==> src/rtl/dbscan_stream_ctrl.sv <==
// Frame controller feeding the DBSCAN magnitude counter: loads a frame with
// insertion sort, streams it in ascending order, then captures the cluster count.
module dbscan_stream_ctrl #(
   parameter int N       = 64,
   parameter int W       = 10,
   parameter int CAP_LAT = 1
) (
   input  logic         clk_i,
   input  logic         reset_i,
   input  logic [W-1:0] in_data_i,
   input  logic         in_valid_i,
   input  logic         in_last_i,
   output logic         in_ready_o,
   output logic [W-1:0] out0_o,
   output logic         start_o,
   output logic         final_o,
   output logic         ds_reset_o,
   input  logic [W-1:0] count_in_i,
   output logic [W-1:0] result_o,
   output logic         result_valid_o,
   output logic         busy_o
);

   // state  | meaning
   // LOAD   | accept samples, insertion-sort into slots
   // PREP   | one-cycle ds_reset strobe to the counter
   // STREAM | out0 = slot[k] with start high, one slot per cycle
   // FINAL  | one-cycle final strobe, out0 holds last value
   // WAIT   | CAP_LAT cycles for the counter to settle
   // DONE   | result_valid pulse, frame storage cleared
   localparam int CW = $clog2(N + 1);
   localparam int IW = $clog2(N);
   localparam int WW = (CAP_LAT > 1) ? $clog2(CAP_LAT) : 1;

   typedef enum logic [2:0] {
      ST_LOAD,
      ST_PREP,
      ST_STREAM,
      ST_FINAL,
      ST_WAIT,
      ST_DONE
   } state_e;

   state_e          state_q;
   logic [CW-1:0]   cnt_q;
   logic [CW-1:0]   k_q;
   logic [WW-1:0]   wait_q;
   logic [W-1:0]    slot_q [N];
   logic [N-1:0]    valid_q;
   logic [W-1:0]    slot_d [N];
   logic [N-1:0]    valid_d;
   logic [N-1:0]    le;
   logic [W-1:0]    out0_q;
   logic            start_q;
   logic            final_q;
   logic            ds_reset_q;
   logic [W-1:0]    result_q;
   logic            result_valid_q;
   logic            accept;

   assign in_ready_o     = (state_q == ST_LOAD) && (cnt_q < CW'(N));
   assign accept         = in_valid_i && in_ready_o;
   assign busy_o         = (state_q != ST_LOAD);
   assign out0_o         = out0_q;
   assign start_o        = start_q;
   assign final_o        = final_q;
   assign ds_reset_o     = ds_reset_q;
   assign result_o       = result_q;
   assign result_valid_o = result_valid_q;

   // Invalid slots act as +infinity, so the new sample lands after every
   // valid slot that is <= it, which keeps equal values in arrival order.
   always_comb begin
      slot_d  = slot_q;
      valid_d = valid_q;
      le      = '0;
      for (int i = 0; i < N; i++) begin
         le[i] = valid_q[i] && (slot_q[i] <= in_data_i);
      end
      if (!le[0]) begin
         slot_d[0]  = in_data_i;
         valid_d[0] = 1'b1;
      end
      for (int i = 1; i < N; i++) begin
         if (!le[i]) begin
            if (le[i-1]) begin
               slot_d[i]  = in_data_i;
               valid_d[i] = 1'b1;
            end else begin
               slot_d[i]  = slot_q[i-1];
               valid_d[i] = valid_q[i-1];
            end
         end
      end
   end

   always_ff @(posedge clk_i or posedge reset_i) begin
      if (reset_i) begin
         state_q        <= ST_LOAD;
         cnt_q          <= '0;
         k_q            <= '0;
         wait_q         <= '0;
         valid_q        <= '0;
         for (int i = 0; i < N; i++) begin
            slot_q[i] <= '0;
         end
         out0_q         <= '0;
         start_q        <= 1'b0;
         final_q        <= 1'b0;
         ds_reset_q     <= 1'b0;
         result_q       <= '0;
         result_valid_q <= 1'b0;
      end else begin
         case (state_q)
            ST_LOAD: begin
               if (accept) begin
                  slot_q  <= slot_d;
                  valid_q <= valid_d;
                  cnt_q   <= cnt_q + CW'(1);
                  if (in_last_i || (cnt_q == CW'(N - 1))) begin
                     state_q    <= ST_PREP;
                     ds_reset_q <= 1'b1;
                  end
               end
            end
            ST_PREP: begin
               ds_reset_q <= 1'b0;
               start_q    <= 1'b1;
               out0_q     <= slot_q[0];
               k_q        <= CW'(1);
               state_q    <= ST_STREAM;
            end
            ST_STREAM: begin
               if (k_q == cnt_q) begin
                  start_q <= 1'b0;
                  final_q <= 1'b1;
                  state_q <= ST_FINAL;
               end else begin
                  out0_q <= slot_q[k_q[IW-1:0]];
                  k_q    <= k_q + CW'(1);
               end
            end
            ST_FINAL: begin
               final_q <= 1'b0;
               out0_q  <= '0;
               wait_q  <= WW'(CAP_LAT - 1);
               state_q <= ST_WAIT;
            end
            ST_WAIT: begin
               if (wait_q == '0) begin
                  result_q       <= count_in_i;
                  result_valid_q <= 1'b1;
                  state_q        <= ST_DONE;
               end else begin
                  wait_q <= wait_q - WW'(1);
               end
            end
            ST_DONE: begin
               result_valid_q <= 1'b0;
               cnt_q          <= '0;
               k_q            <= '0;
               valid_q        <= '0;
               state_q        <= ST_LOAD;
            end
            default: state_q <= ST_LOAD;
         endcase
      end
   end

endmodule

==> config.mk <==
export PLATFORM = sky130hd
export DESIGN_NAME = dbscan_stream_ctrl
export DESIGN_NICKNAME = d
export VERILOG_FILES = /design/src/rtl/dbscan_stream_ctrl.sv
export SDC_FILE = /design/constraint.sdc
export NUM_CORES = 2
export LEC_CHECK = 0
export ABC_CLOCK_PERIOD_IN_PS = 60400
export CAP_MARGIN = 15
export CORE_MARGIN = 2
export CORE_UTILIZATION = 45
export DETAILED_ROUTE_END_ITERATION = 10
export MAX_ROUTING_LAYER = met4
export PLACE_DENSITY = 0.57
export SLEW_MARGIN = 20
export SYNTH_ARGS = -nofsm -noshare
export SYNTH_HDL_FRONTEND = slang
export SYNTH_SLANG_ARGS = --single-unit
==> constraint.sdc <==
create_clock -name clk_i -period 60.4 [get_ports clk_i]
set_clock_uncertainty 0.1 [all_clocks]
set_input_delay 12.08 -clock clk_i [delete_from_list [all_inputs] [get_ports clk_i]]
set_output_delay 12.08 -clock clk_i [all_outputs]
set_load 0.005 [all_outputs]
======== Word-level counts from Yosys, hierarchy flattened ========
Index checks and enable logic that the tools add are counted.
cells by class
  bitwise gates (word level) .............. 66
  equality and inequality tests ........... 76
  muxes and demuxes ....................... 217
  reductions and logical operators ........ 214
  magnitude comparators ................... 66
  $add $sub $neg .......................... 3
operators by type and width
  kind                                                                    number
  10-bit two-way mux                                                      66
  10-bit less-or-equal comparator                                         64
  3-bit AND reduction                                                     129
  2-bit inequality test (second input constant)                           68
  1-bit two-way mux                                                       133
  64-bit case mux with 2 select lines                                     1
  1-bit logical AND                                                       66
  1-bit NOT                                                               65
  64-bit two-way mux                                                      1
  10-bit binary-select mux with 6-bit select                              1
  10-bit case mux with 3 select lines                                     1
  7-bit case mux with 3 select lines                                      1
  3-bit case mux with 5 select lines                                      1
  7-bit by 1-bit adder with 7-bit output (second input constant)          2
  7-bit two-way mux                                                       2
  7-bit case mux with 2 select lines                                      1
  2-bit AND reduction                                                     7
  3-bit two-way mux                                                       4
  2-bit nonzero test                                                      6
  1-bit case mux with 2 select lines                                      5
  3-bit nonzero test                                                      3
  7-bit by 6-bit equality test with 1-bit output (second input constant)  1
  7-bit equality test                                                     1
  7-bit greater-or-equal comparator (second input constant)               1
  10 further kinds                                                        12
word-level totals
  output and inout port bits .............. 26
  bits in registers ....................... 746
  word-level logic and storage cells ...... 780

======== Depth between registers and ports, before layout ========
  depth in word-level cells ............... 6
  mapped depth ............................ 12
  gate-level depth less buffers ........... 8

======== Worst setup path after synthesis ========
Ideal clock, no wire load.
  path type ............................... input -> register
  start point ............................. input port in_data_i[7]
  end point ............................... register slot_q[391] (netlist bit)
  slack ................................... 44.499 ns
  cell stages on the path ................. 11
  path buffers ............................ 3
  arrival time ............................ 15.677 ns
  data required time ...................... 60.175 ns
  library setup time ...................... 0.125 ns
  cell sequence ........................... clkbuf_1 > clkbuf_1 > inv_1 > ha_1 > a211oi_1 > nor2_1 > a2111oi_0 > o21ai_0 > buf_2 > mux2_2 > mux2_2
between the ends
  word-level cells in the longest chain between the ends .. 4
RTL lines
  what                             line  source
  from (decl)                      10    input logic [W-1:0] in_data_i,
  10-bit less-or-equal comparator  78    le[i] = valid_q[i] && (slot_q[i] <= in_data_i);
  1-bit logical AND                78
  1-bit NOT (no line)              n/a
  3-bit AND reduction (no line)    n/a
  to (signal assigned)             117   slot_q <= slot_d;
  to (decl)                        48    logic [W-1:0] slot_q [N];
Parallel ways exist; a longest one is shown, timed or not.
A chain may end at the register's enable or synchronous reset.

==> results.txt <==
The library cells used most frequently in the layout, excluding fill and tap cells, are a21oi_1, dfrtp_1, ha_1, mux2i_1, o21ai_0. For this run, the number of Yosys warnings is 0. Arrival time at the worst endpoint: 16.53 ns.

Counting flops and latches in the post-synthesis netlist gives 745. Port buffering added 49 buffers. Ranked by total cell area, the synthesized netlist is headed by dfrtp_1, ha_1, a21oi_1, mux2i_1, mux4_2. The average size of a mapped cell was 9.96 µm²; the power per standard cell area was 52.4 nW/µm². Using the TritonRoute via totals, the vias-per-cell ratio works out to 6.54. The proportion of layout cells with a drive suffix above 1 was 0.127; the time the final worst path needs with I/O delays and setup was 15.95 ns. The tools report the area of the mapped netlist as 55,100 µm².

Entering global routing, the biggest net connects 163 pins. In this run the remaining antenna-violating nets after routing total 0. From synthesis to final layout, the design area changed by 9.56%. The CTS sink count is 745, and the part of the cycle the worst path needs is 0.264.

50 I/O pins were placed. The first routing iteration left 4,800 violations. The total track usage came out at 0.316. The type of the tightest min-delay check is register to register. Across the run, the number of max-cap violations was 0. In this run, post-CTS repair resized a total of 0 instances.

The share of total power consumed by net switching is 0.451. Site row count: 128. The power dissipated by switching net loads was 1.43 mW. The number of hold violations in the final report came out at 0. The master cell of the clock root buffer was clkbuf_16.

Post-CTS timing repair inserted 0 buffers for setup. The setup check on the worst reg-to-reg path leaves a slack of 54.79 ns. In the routed design, unresolved DRC markers number 0.

Counting every net in the synthesized netlist gives 6,196. The power share of the combinational group was 0.482; the average detailed-routed wire length per instance was 27.4 µm. Sequential group share of total power: 0.322. Along the worst path, the maximum fanout reaches 102.

Setup violations remaining at the end of the flow were counted as 0. The run gives 0 as the final global-route overflow total. The share of flip-flops with an asynchronous set or reset after synthesis was 1.00; the required arrival time at the worst endpoint was 60.98 ns. Setup repair after global routing left no endpoint under its margin. The logs give 3 for the number of H-tree levels and 6 for the number of antenna violations at the first check in global routing. The tools report the number of buffers on the longest clock path as 3.

Clock latency on the worst-skew pair, taken at its later pin, is 0.71 ns. The flow ran to the end, and the final reports show no timing, DRC or antenna violations. The capturing element type of the critical path is an asynchronous set/reset pin. By startpoint and endpoint, the worst setup path is classified as input pin to asynchronous set/reset pin. The proportion of netlist area held by the largest area contributor was 0.339. The run gives 6 as the number of detailed-routing iterations run before antenna repair.

In this run the static leakage power is 27.5 nW. Once placement finished, the instance area stood at 57,000 µm². The die covers 125,000 µm². In this run the horizontal extent of the chip is 354 µm. The maximum ir drop on the vdd rail is 34.2 µV, and the number of cells on the worst hold path is 1. The number of global-route vias before repair was 45,500; the number of buffers created by CTS was 93. The leading cell type in the layout, fill and taps excluded is a21oi_1. For the aggregate routed wire length, the log shows 194,000 µm. After clock tree synthesis, the flow added hold-fix buffers numbering 0.

The height of the die came out at 354 µm. The part of the Yosys area used for sequential elements was 0.339. For the pin with the worst max-slew slack, the measured transition is 1.27 ns.

The final number of max-transition violations is 0, and the wire length of the first global-routing pass is 295,000 µm. TritonCTS built the clock tree. Summing over every cut layer, the via total after detailed routing is 46,400.

Yosys mapped a number of flops with a built-in enable equal to 0. Internal power comes to 1.74 mW. The run gives 0.150 as the headroom to the max-slew limit. The biggest area consumer among synthesized cells was dfrtp_1. After legalization and detailed placement, the total HPWL measured 127,000 µm. The worst register-to-register path has a depth of 13.

Clock-pin slew was measured on the worst setup and hold paths at 0.06 ns. The logs give 0.909 for the global placement routability congestion and 5,530 for the post-synthesis instance total. Static timing analysis puts the maximum clock frequency at 62.7 MHz.

The tools report the startpoint class of the critical path as an input pin. The most used flip-flop cell after synthesis is dfrtp_1. The logs give 122,000 µm² for the floorplan core area and 6,056 for the number of nets in the layout. For the effective utilization at floorplan, the log shows 0.453. Counting the fill cells in the layout gives 11,100.

The share of the core filled with cells was 0.496. The number of unique standard cell types used by synthesis is 72, and the total negative slack is 0 ns. The logs give 0.196 for the part of the power in the clock network and 60,300 µm² for the final design area excluding fillers.
routing by layer:
layer / vias to the layer above / GRT usage / part of all wire
li1: 20700 / - / -
met1: 23500 / 0.429 / 0.43
met2: 1810 / 0.474 / 0.45
met3: 393 / 0.0503 / 0.070
met4: 0 / 0.122 / 0.043
met5: - / - / 0
synthesized netlist by cell type, types with 22 or more instances:
cell / instances
o311a_1: 22
and4_1: 38
buf_2: 156
a31oi_1: 48
a21o_1: 61
o21ai_0: 223
nor2_1: 104
inv_1: 195
nand3_1: 64
nor3_1: 69
nand4_1: 146
nor2b_1: 37
nand2b_1: 65
o22ai_1: 22
a211oi_1: 38
o211ai_1: 24
ha_1: 642
mux4_2: 159
and2_1: 53
dfrtp_1: 745
nand2_1: 206
mux2i_1: 569
a211o_1: 22
mux2_2: 166
clkbuf_1: 210
a21oi_1: 1204
sequential cells by signal, summed over array words and instances (netlist names):
signal / cells
cnt_q: 7
ds_reset_o: 1
final_o: 1
k_q: 7
out0_o: 10
result_o: 10
result_valid_o: 1
slot_q: 640
start_o: 1
state_q: 3
valid_q: 64
worst max-delay path, cell delays in order:
cell             delay [ns]
clkdlybuf4s50_1        0.49
inv_8                  0.53
buf_4                  0.68
buf_4                  0.82
buf_4                  0.83
buf_4                  0.85
cell families (layout without fill, tap and decap cells):
logic type      count (synthesis)  count (layout)  synth area share
flops                         745             745             0.339
buf+inv                       599             531            0.0459
simple gates                  821             821            0.0788
compound gates               1813            1813             0.186
fa+ha+maj                     642             642             0.146
other cells                     0               3                 0
xor+xnor                       16              16           0.00254
mux                           894             894             0.202
final timing paths:
kind,start,to
max,reset_i,slot_q[224]$_DFFE_PP0P_
min,result_valid_o$_DFFE_PP0P_,result_valid_o$_DFFE_PP0P_
max reg2reg,state_q[2]$_DFFE_PP0P_,valid_q[63]$_DFFE_PP0P_
min reg2reg,result_valid_o$_DFFE_PP0P_,result_valid_o$_DFFE_PP0P_
max in group clk_i,in_data_i[2],slot_q[589]$_DFFE_PP0P_
min in group asynchronous,reset_i,slot_q[403]$_DFFE_PP0P_
final cells by class:
type	instances	area, µm²	share of cell area
antenna	3	7.51	0.000124
clock inverter	41	598	0.00991
timing repair buffer	167	1390	0.0231
multi-input combinational	4186	34100	0.566
inverter	197	769	0.0128
tap	1625	2030	0.0337
sequential	745	18700	0.309
clock buffer	126	2730	0.0452
per-stage QoR:
step                hold slack [ns]  power (mW)  instances  worst slack (ns)
finish                        0.381        3.16       7090             44.45
global route                  0.407        3.36       7090             43.80
CTS                           0.388        3.14       7086             44.31
detailed placement            0.374        2.51       6919             43.57
global placement              0.367        2.47       6919             43.58
floorplan                     0.373        1.99       5530             27.31
power by group through the flow:
stage / logic (mW) / registers [mW] / clock network (mW)
3_3_place_gp: 1.46 / 1.01 / 0
4_1_cts: 1.51 / 1.00 / 0.628
6_report: 1.52 / 1.02 / 0.620
3_5_place_dp: 1.50 / 1.01 / 0
5_1_grt: 1.68 / 1.04 / 0.647
2_1_floorplan: 1.13 / 0.858 / 0
Power figures use the tool's default switching activity.
